`src/rtl/key_scan_encoder_if.sv`:
```
// Key code handshake between the scan encoder and the tone logic.
// The master presents a code and its overrun flag; the slave accepts it.
interface key_scan_encoder_if;
   logic [2:0] key_code;
   logic       key_valid;
   logic       key_ready;
   logic       overrun;

   modport master (
      output key_code,
      output key_valid,
      output overrun,
      input  key_ready
   );

   modport slave (
      input  key_code,
      input  key_valid,
      input  overrun,
      output key_ready
   );
endinterface

```
`src/rtl/key_scan_encoder.sv`:
```
// Key front end: two-flop sync, debounce, priority encode, and announce
// each new key code over a valid/ready handshake with overrun detection.
module key_scan_encoder #(
   parameter int DEBOUNCE_CYCLES = 1000000,
   parameter int CNT_W           = 20
) (
   input  logic                 clk,
   input  logic                 resetn,
   input  logic [6:0]           raw_keys,
   output logic [6:0]           keys_db,
   key_scan_encoder_if.master   bus
);

   typedef enum logic {IDLE, PEND} state_t;

   localparam logic [CNT_W-1:0] CNT_MAX = CNT_W'(DEBOUNCE_CYCLES - 1);

   logic [6:0]       s1_q, s2_q;
   logic [6:0]       cand_q, cand_d;
   logic [CNT_W-1:0] cnt_q, cnt_d;
   logic [6:0]       db_q, db_d;
   logic [2:0]       code_q, code_d;
   logic             ovr_q, ovr_d;
   state_t           state_q, state_d;

   logic       commit;
   logic       code_chg;
   logic [2:0] cand_code;

   function automatic logic [2:0] enc(input logic [6:0] k);
      logic [2:0] c;
      c = '0;
      for (int i = 0; i < 7; i++)
         if (k[i]) c = 3'(i + 1);
      return c;
   endfunction

   assign cand_code = enc(cand_q);
   assign commit    = (s2_q == cand_q) && (cnt_q == CNT_MAX) &&
                      (cand_q != db_q);
   assign code_chg  = commit && (cand_code != code_q);

   always_comb begin
      cand_d = cand_q;
      cnt_d  = cnt_q;
      db_d   = db_q;
      code_d = code_q;
      if (s2_q != cand_q) begin
         cand_d = s2_q;
         cnt_d  = '0;
      end else if (cnt_q != CNT_MAX) begin
         cnt_d = cnt_q + 1'b1;
      end else if (commit) begin
         db_d   = cand_q;
         code_d = cand_code;
      end
   end

   always_ff @(posedge clk or negedge resetn) begin
      if (!resetn) begin
         s1_q   <= '0;
         s2_q   <= '0;
         cand_q <= '0;
         cnt_q  <= '0;
         db_q   <= '0;
         code_q <= '0;
         ovr_q  <= 1'b0;
      end else begin
         s1_q   <= raw_keys;
         s2_q   <= s1_q;
         cand_q <= cand_d;
         cnt_q  <= cnt_d;
         db_q   <= db_d;
         code_q <= code_d;
         ovr_q  <= ovr_d;
      end
   end

   always_ff @(posedge clk or negedge resetn) begin
      if (!resetn) state_q <= IDLE;
      else         state_q <= state_d;
   end

   // A fresh code always wins over a same-cycle acceptance.
   always_comb begin
      state_d = state_q;
      unique case (state_q)
         IDLE: if (code_chg) state_d = PEND;
         PEND: begin
            if (code_chg)           state_d = PEND;
            else if (bus.key_ready) state_d = IDLE;
         end
         default: state_d = IDLE;
      endcase
   end

   always_comb begin
      ovr_d         = code_chg && (state_q == PEND) && !bus.key_ready;
      bus.key_valid = (state_q == PEND);
      bus.key_code  = code_q;
      bus.overrun   = ovr_q;
      keys_db       = db_q;
   end

endmodule

```
`src/flat_wrapper.sv`:
```
// flat-port wrapper written by rule: the top's interface ports become plain ports
module key_scan_encoder_flat 
#(
   parameter int DEBOUNCE_CYCLES = 1000000,
   parameter int CNT_W           = 20
)
  (clk, resetn, raw_keys, keys_db, bus_key_code, bus_key_valid, bus_overrun, bus_key_ready);
  key_scan_encoder_if bus_i ();
  input  logic clk;
  input  logic resetn;
  input  logic [6:0] raw_keys;
  output logic [6:0] keys_db;
  output wire logic [$bits(bus_i.key_code)-1:0] bus_key_code;
  output wire logic [$bits(bus_i.key_valid)-1:0] bus_key_valid;
  output wire logic [$bits(bus_i.overrun)-1:0] bus_overrun;
  input wire logic [$bits(bus_i.key_ready)-1:0] bus_key_ready;
  assign bus_key_code = bus_i.key_code;
  assign bus_key_valid = bus_i.key_valid;
  assign bus_overrun = bus_i.overrun;
  assign bus_i.key_ready = bus_key_ready;
  key_scan_encoder #(.DEBOUNCE_CYCLES(DEBOUNCE_CYCLES), .CNT_W(CNT_W)) u_core (.clk(clk), .resetn(resetn), .raw_keys(raw_keys), .keys_db(keys_db), .bus(bus_i));
endmodule
```
`config.mk`:
```
export PLATFORM = sky130hd
export DESIGN_NAME = key_scan_encoder_flat
export DESIGN_NICKNAME = d
export VERILOG_FILES = /design/src/rtl/key_scan_encoder_if.sv /design/src/rtl/key_scan_encoder.sv /design/src/flat_wrapper.sv
export SDC_FILE = /design/constraint.sdc
export NUM_CORES = 1
export LEC_CHECK = 0
export CORE_AREA = 2 2 84 86
export DETAILED_ROUTE_END_ITERATION = 7
export DIE_AREA = 0 0 86 88
export PLACE_DENSITY = 0.63
export SETUP_SLACK_MARGIN = 0.2
export SYNTH_ARGS = -nofsm -noshare
export SYNTH_HDL_FRONTEND = slang
export SYNTH_SLANG_ARGS = --single-unit
```
`constraint.sdc`:
```
create_clock -name clk -period 2.6 [get_ports clk]
set_input_delay 0.26 -clock clk [delete_from_list [all_inputs] [get_ports clk]]
set_output_delay 0.26 -clock clk [all_outputs]
set_load 0.005 [all_outputs]
```
==> results by group, run 1 <==
Floorplan
  – Area of the core: 0.006644 mm²
  – Die span in x: 86 µm
  – Rows: 30
  – I/O pins: 22
  – Die outline area: 0.007568 mm²
  – Starting utilization of the core area: 0.3456
  – Die extent in y: 88 µm

Detailed routing
  – Number of remaining DRC errors: 0
  – Detailed-route wire length per cell: 12.95 µm
  – Number of detailed-route iterations in the first pass: 4
  – Vias per Instance: 4.831
  – Count of nets left with antenna violations after detail routing: 0
  – Vias after detailed routing: 1425
  – Number of DRC markers after the initial detailed-route iteration: 61
  – Sum of routed wire length over all layers: 3819 µm

Synthesis
  – Cell variety after synth: 34
  – Number of enable flip-flop cells after synthesis: 0
  – Net Count, Synth: 208
  – Fraction of registers with async set/reset: 1.000
  – Register bit total from synthesis: 53
  – Top-area cell type share of the netlist area: 0.5777
  – Post-Syn Area: 0.002296 mm²
  – Largest area contributor in the netlist: dfrtp_1
  – Predominant post-synthesis flop cell: dfrtp_1
  – Warning count from the yosys run: 0
  – Top post-synthesis cells by area: dfrtp_1, xor2_1, mux2_4
  – Share of synthesized area occupied by flip-flops and latches: 0.5777
  – Avg Synthesized Cell Area: 11.65 µm²
  – Cells after synthesis: 197

Clocking
  – Maximum clock insertion buffer count: 2
  – Number of clock sinks: 53
  – Clock tree from TritonCTS: built
  – Number of setup buffers added after CTS: 0
  – Clock-pin slew on the worst setup and hold paths: 0.10 ns
  – Insertion delay to the later sink of the worst-skew pair: 0.31 ns
  – Num CTS Buffers: 5
  – Number of H-tree branching levels: 2
  – Root buffer cell: clkbuf_8

Layout
  – Post-route insts no fill: 295
  – Nets: 225
  – Most common library cell in the layout ignoring fill and taps: dfrtp_1
  – Commonest non-fill, non-tap cells in the layout: dfrtp_1, xor2_1, nor2_1
  – Growth of design area from synthesis to finish: 16.46%
  – Number of inserted diodes: 0
  – Layout cell share with drive strength beyond 1: 0.09302

STA
  – Ratio of final minimum period to clock period: 0.8429
  – Final worst slack: 0.4086 ns
  – RSZ-0062 raised after global routing: no
  – Setup_tns: 0 ns
  – Max_slew headroom: 0.6013
  – Number of endpoints failing setup at the final stage: 0
  – Measured slew at the worst slew-check pin: 0.5934 ns
  – Clock skew after layout: 0.008248 ns
  – Final-report max-slew violation count: 0
  – Fmax: 0.4563 GHz
  – Period minus WS final: 2.191 ns
  – Hold Fails Final Rpt: 0

Power
  – Combinational power share: 0.040
  – Share of power burned in the clock network: 0.347
  – LEAKAGE: 1.151 nW
  – Power spent charging and discharging nets: 0.3109 mW
  – Max VDD drop: 0.2657 mV
  – Net switching fraction of the power: 0.2229
  – Internal power summed over all cells: 1.084 mW
  – Reg power frac: 0.613
  – Pwr per Cell Area: 521.8 mW/mm²

Placement
  – Worst-case setup slack after placement: 0.2247 ns
  – Placed Cells: 286
  – Port Buf Inserts: 21
  – Detailed placer's ending HPWL: 2601 µm
  – Final weighted congestion in routability-driven placement: 0.7695

Worst setup path
  – Kind of start point of the critical path: flip-flop
  – Critical setup path kind: reg -> reg
  – Data arrival, critical path: 2.39 ns
  – Critical path required time: 2.80 ns
  – Largest fanout on the critical path: 10
  – Kind of capture point of the worst setup path: flip-flop

Global route
  – Largest net degree at the start of global routing: 54
  – Number of global-route vias before repair: 1420
  – Global route total overflow: 0
  – Number of antenna violations at the first check in global routing: 0
  – Combined global-route utilization of all metal layers: 0.1118
  – Global-route wire length before repair: 6644 µm

Flow run
  – Max-cap violations: 0

Outcome
  – Run status: complete, no violations

Worst hold path
  – Path category of the worst min-delay check: reg -> reg
==> cell type report <==
cell class              instances  area (µm²)
repair buffers                 24       242.7
clock buffers                   6       82.58
inverters                       3       11.26
fillers                       625        3970
multi-input cells             127       897.1
well taps                      80       100.1
flip-flops and latches         53        1326
clock inverters                 2       13.76
==> cells in the mapped netlist (2+ instances only) <==
| library cell | number |
|---|---|
| dfrtp_1 | 53 |
| nor2_1 | 25 |
| xor2_1 | 25 |
| clkbuf_1 | 11 |
| nand3_1 | 9 |
| xnor2_1 | 9 |
| mux2_4 | 8 |
| nand2_1 | 7 |
| nand4_1 | 6 |
| nor4_1 | 5 |
| and3_1 | 4 |
| nor3_1 | 4 |
| inv_1 | 3 |
| a21oi_1 | 2 |
| and4_1 | 2 |
| mux2i_1 | 2 |
| nand2b_1 | 2 |
| nor4b_1 | 2 |
| o2111ai_1 | 2 |
| o21ai_0 | 2 |
==> flip-flops by register name, summed over array words and instances, names as in the netlist <==
name	cells
u_core.bus.key_code	3
u_core.bus.key_valid	1
u_core.bus.overrun	1
u_core.cand_q	7
u_core.cnt_q	20
u_core.keys_db	7
u_core.s1_q	7
u_core.s2_q	7
==> power groups by stage <==
| stage | combinational (mW) | clock [mW] | sequential [mW] |
|---|---|---|---|
| floorplan | 0.0308 | 0 | 0.864 |
| global placement | 0.0557 | 0 | 0.872 |
| detailed placement | 0.0557 | 0 | 0.873 |
| CTS | 0.0570 | 0.503 | 0.856 |
| global route | 0.0635 | 0.534 | 0.858 |
| finish | 0.0552 | 0.484 | 0.856 |
==> per-stage QoR <==
step	area [µm²]	hold slack [ns]	util	total power [mW]
after floorplan	2296	-0.03559	-	0.8953
after global placement	2564	0.2742	0.3859	0.9277
after detailed placement	2564	0.2751	0.3859	0.9284
after CTS	2674	0.3563	0.4024	1.416
after global routing	2674	0.3587	0.4024	1.456
final	2674	0.3542	0.4024	1.395
==> what timing repair did <==
item                                   CTS  global route
endpoints found under the hold margin   53             0
gates resized for setup                  1             0
hold buffers                             1             0
setup endpoints to repair                1             0
==> final timing paths <==
| kind | start | slack (ns) | end | cells past startpoint |
|---|---|---|---|---|
| max in group asynchronous | resetn | 1.91 | u_core.keys_db[5] | 3 |
| worst min register to register | u_core.s1_q[4] | 0.35 | u_core.s2_q[4] | 0 |
| worst max register to register | u_core.cnt_q[10] | 0.41 | u_core.keys_db[4] | 4 |
| worst max-delay path | u_core.cnt_q[10] | 0.41 | u_core.keys_db[4] | 4 |
| worst min-delay path | u_core.s1_q[4] | 0.35 | u_core.s2_q[4] | 0 |
| min in group asynchronous | resetn | 0.47 | u_core.cnt_q[8] | 3 |
==> critical path, stage by stage, from the launching register on <==
cell and delay [ns]:
dfrtp_1 0.44, nor4b_1 0.41, nand4bb_1 0.20, or4b_4 0.70, mux2_4 0.33
==> layer usage <==
layer  global-route usage  part of all wire
met5                    0                 0
met4              0.03463            0.0076
met2               0.1614              0.45
met1               0.1611              0.51
met3              0.03487             0.036
==> logic make-up after synthesis <==
kind of cell	Yosys count	share of synthesized area
and+or+nand+nor	72	0.1635
DFF	53	0.5777
xor gates and xnor gates	34	0.1297
buffers and inverters	17	0.03324
muxes	11	0.06594
AOI/OAI and AO/OA	9	0.02453
adders and majority gates	1	0.005449
Note: power is estimated with default switching activity, not from simulation.
==> run 2, diff against run 1 <==
--- a/config.mk
+++ b/config.mk
@@ -8,7 +8,7 @@
 export CORE_AREA = 2 2 84 86
 export DETAILED_ROUTE_END_ITERATION = 7
 export DIE_AREA = 0 0 86 88
-export PLACE_DENSITY = 0.63
+export PLACE_DENSITY = 0.65
 export SETUP_SLACK_MARGIN = 0.2
 export SYNTH_ARGS = -nofsm -noshare
 export SYNTH_HDL_FRONTEND = slang
==> constraint.sdc (replaced) <==
create_clock -name clk -period 1.8 [get_ports clk]
set_input_delay 0.18 -clock clk [delete_from_list [all_inputs] [get_ports clk]]
set_output_delay 0.18 -clock clk [all_outputs]
set_load 0.005 [all_outputs]
==> run 2 against run 1 <==
  * The run now ends with negative setup slack left
  * Critical path depth increased by 2
  * Fmax is 4.6% higher
  * Global-route usage rose by 2.0 points
  * Hold slack worse by 0.056 ns
  * Non-clock buffer count increased by 49
  * Total power is 48% higher
  * Via count rose by 16%
  * First-iteration DRC count rose by 67%
  * Sequential share of layout area fell by 11 points
  * Clock skew is 0.0015 ns lower
  * Register-to-register slack lost 0.70 ns
  * Clock-buffer cell count fell by 1
  * Critical path type unchanged
  * Critical endpoint unchanged
==> results by group, run 2 (synthesis gave the netlist of run 1 again) <==
Outcome
  – Run status: complete, but fails checks (was complete, no violations)
  – Violated checks: negative setup slack

Power
  – LEAKAGE: 1.474 nW (was 1.151 nW)
  – Combinational power share: 0.056 (was 0.040)
  – Net switching fraction of the power: 0.2411 (was 0.2229)
  – Max VDD drop: 0.3654 mV (was 0.2657 mV)
  – Reg power frac: 0.596 (was 0.613)
  – Internal power summed over all cells: 1.564 mW (was 1.084 mW)
  – Share of power burned in the clock network: 0.348 (was 0.347)
  – Pwr per Cell Area: 598.3 mW/mm² (was 521.8 mW/mm²)
  – Power spent charging and discharging nets: 0.4968 mW (was 0.3109 mW)

STA
  – RSZ-0062 raised after global routing: yes (was no)
  – Setup_tns: -3.071 ns (was 0 ns)
  – Clock skew after layout: 0.006765 ns (was 0.008248 ns)
  – Ratio of final minimum period to clock period: 1.163 (was 0.8429)
  – Hold Fails Final Rpt: 0 (unchanged)
  – Measured slew at the worst slew-check pin: 0.4936 ns (was 0.5934 ns)
  – Period minus WS final: 2.094 ns (was 2.191 ns)
  – Final-report max-slew violation count: 0 (unchanged)
  – Fmax: 0.4775 GHz (was 0.4563 GHz)
  – Number of endpoints failing setup at the final stage: 16 (was 0)
  – Final worst slack: -0.2941 ns (was 0.4086 ns)
  – Max_slew headroom: 0.6684 (was 0.6013)

Floorplan
  – Die span in x: 86 µm (unchanged)
  – I/O pins: 22 (unchanged)
  – Die outline area: 0.007568 mm² (unchanged)
  – Die extent in y: 88 µm (unchanged)
  – Rows: 30 (unchanged)
  – Area of the core: 0.006644 mm² (unchanged)
  – Starting utilization of the core area: 0.3456 (unchanged)

Clocking
  – Number of H-tree branching levels: 2 (unchanged)
  – Insertion delay to the later sink of the worst-skew pair: 0.31 ns (about the same)
  – Root buffer cell: clkbuf_8 (unchanged)
  – Clock tree from TritonCTS: built (unchanged)
  – Number of clock sinks: 53 (unchanged)
  – Num CTS Buffers: 5 (unchanged)
  – Clock-pin slew on the worst setup and hold paths: 0.10 ns (about the same)
  – Maximum clock insertion buffer count: 2 (unchanged)

Worst setup path
  – Data arrival, critical path: 2.30 ns (was 2.39 ns)
  – FF-to-FF setup slack: -0.29 ns (was 0.41 ns)
  – Maximum single-stage delay on the critical path: 0.50 ns (was 0.70 ns)
  – Number of cells on the worst reg-to-reg path: 6 (was 4)
  – Reg2reg start: u_core.cand_q[1] (was u_core.cnt_q[10])
  – Worst-path cell chain: xor2_1 -> nor4_1 -> nand4_1 -> or4b_4 -> buf_6 -> mux2_4 (was nor4b_1 -> nand4bb_1 -> or4b_4 -> mux2_4)
  – Kind of capture point of the worst setup path: flip-flop (unchanged)
  – Cell type group with the largest total delay on the critical path: simple AND/OR/NAND/NOR gates (unchanged)
  – Critical path required time: 2.00 ns (was 2.80 ns)
  – Kind of start point of the critical path: flip-flop (unchanged)
  – Crit-path slowest cell: or4b_4 (unchanged)
  – Buffers plus inverters on the worst setup path: 1 (was 0)
  – Critical setup path kind: reg -> reg (unchanged)
  – Largest fanout on the critical path: 10 (unchanged)
  – Worst flop-to-flop path endpoint: u_core.keys_db[4] (unchanged)

Global route
  – Global-route wire length before repair: 7783 µm (was 6644 µm)
  – Combined global-route utilization of all metal layers: 0.1313 (was 0.1118)
  – Number of global-route vias before repair: 1599 (was 1420)
  – Number of antenna violations at the first check in global routing: 0 (unchanged)
  – Largest net degree at the start of global routing: 35 (was 54)
  – Global route total overflow: 0 (unchanged)

Layout
  – Commonest non-fill, non-tap cells in the layout: dfrtp_1, buf_4, xor2_1 (was dfrtp_1, xor2_1, nor2_1)
  – Layout cell share with drive strength beyond 1: 0.3939 (was 0.09302)
  – Nets: 274 (was 225)
  – Growth of design area from synthesis to finish: 50.03% (was 16.46%)
  – Post-route insts no fill: 344 (was 295)
  – Filler cells: 551 (was 625)
  – Largest register FFs: 20 (unchanged)
  – Post-layout instance area: 0.003445 mm² (was 0.002674 mm²)
  – Number of inserted diodes: 0 (unchanged)
  – Top reg by flops: u_core.cnt_q (unchanged)
  – Most common library cell in the layout ignoring fill and taps: dfrtp_1 (unchanged)
  – Final core utilization: 0.5185 (was 0.4024)

Detailed routing
  – Vias per Instance: 4.797 (was 4.831)
  – Number of remaining DRC errors: 0 (unchanged)
  – Count of nets left with antenna violations after detail routing: 0 (unchanged)
  – Number of detailed-route iterations in the first pass: 4 (unchanged)
  – Number of DRC markers after the initial detailed-route iteration: 102 (was 61)
  – Vias after detailed routing: 1650 (was 1425)
  – Detailed-route wire length per cell: 14.90 µm (was 12.95 µm)
  – Sum of routed wire length over all layers: 5124 µm (was 3819 µm)

Placement
  – Post-Place Cell Area: 0.002849 mm² (was 0.002564 mm²)
  – Final weighted congestion in routability-driven placement: 0.7943 (was 0.7695)
  – Placed Cells: 324 (was 286)
  – Port Buf Inserts: 21 (unchanged)
  – Worst-case setup slack after placement: -0.3243 ns (was 0.2247 ns)
  – Detailed placer's ending HPWL: 3010 µm (was 2601 µm)

Worst hold path
  – Hold worst-path end: u_core.s1_q[5] (was u_core.s2_q[4])
  – Path category of the worst min-delay check: in -> reg (was reg -> reg)
  – Worst hold path stage count: 1 (was 0)
  – HP Start: raw_keys[5] (was u_core.s1_q[4])

Flow run
  – Max-cap violations: 0 (unchanged)
## run 2: metal layers
layer | global-route usage | share of wire | vias up
li1 | - | - | 792
met1 | 0.1738 | 0.44 | 823
met2 | 0.2213 | 0.53 | 29
met3 | 0.02356 | 0.025 | 6
met4 | 0.03896 | 0.012 | 0
met5 | 0 | 0 | -
## run 2: power groups by stage
stage / registers [mW] / clock network (mW) / logic [mW]
4_1_cts: 1.23 / 0.739 / 0.107
5_1_grt: 1.23 / 0.792 / 0.128
3_3_place_gp: 1.25 / 0 / 0.0976
6_report: 1.23 / 0.717 / 0.115
2_1_floorplan: 1.25 / 0 / 0.0461
3_5_place_dp: 1.25 / 0 / 0.0982
## run 2: final cells by class
type                            count  area, µm²  area share
Sequential cell                    53       1326      0.3850
Multi-Input combinational cell    127       1196      0.3473
Timing Repair Buffer               73      713.2      0.2070
Tap cell                           80      100.1     0.02906
Clock buffer                        5      68.82     0.01998
Clock inverter                      3      28.78    0.008355
Inverter                            3      11.26    0.003269
## run 2: worst reg2reg max path, cell delays in order (launching register included)
cell and delay [ns]:
dfrtp_1 0.40, xor2_1 0.16, nor4_1 0.30, nand4_1 0.16
or4b_4 0.50, buf_6 0.17, mux2_4 0.30
## run 2: how the worst max path moves through the flow
| stage | startpoint | to | slack [ns] | cells past startpoint |
|---|---|---|---|---|
| after detailed placement | u_core.cnt_q[13] | u_core.keys_db[0] | -0.32 | 6 |
| final | u_core.cand_q[1] | u_core.keys_db[4] | -0.29 | 6 |
| after floorplan | u_core.cand_q[4] | u_core.bus.key_code[0] | -0.30 | 7 |
| after CTS | u_core.cand_q[1] | u_core.keys_db[0] | -0.30 | 6 |
| after global placement | u_core.s2_q[6] | u_core.bus.key_code[0] | -0.29 | 6 |
| after global routing | u_core.s2_q[6] | u_core.keys_db[4] | -0.38 | 6 |
## run 2: per-stage QoR
| stage | hold WS (ns) | power (mW) |
|---|---|---|
| after detailed placement | 0.1680 | 1.351 |
| after CTS | 0.2902 | 2.076 |
| after global routing | 0.2857 | 2.152 |
| after global placement | 0.1642 | 1.350 |
| final | 0.2978 | 2.061 |
| after floorplan | -0.1156 | 1.295 |
## run 2: repair_timing
item / CTS / global route
buffers inserted: 5 / 3
gates cloned: 1 / 2
setup endpoints to repair: 15 / 32
pin swaps: 9 / 17
resized for setup: 39 / 37
hold buffers: 1 / 0
endpoints found under the hold margin: 19 / 0
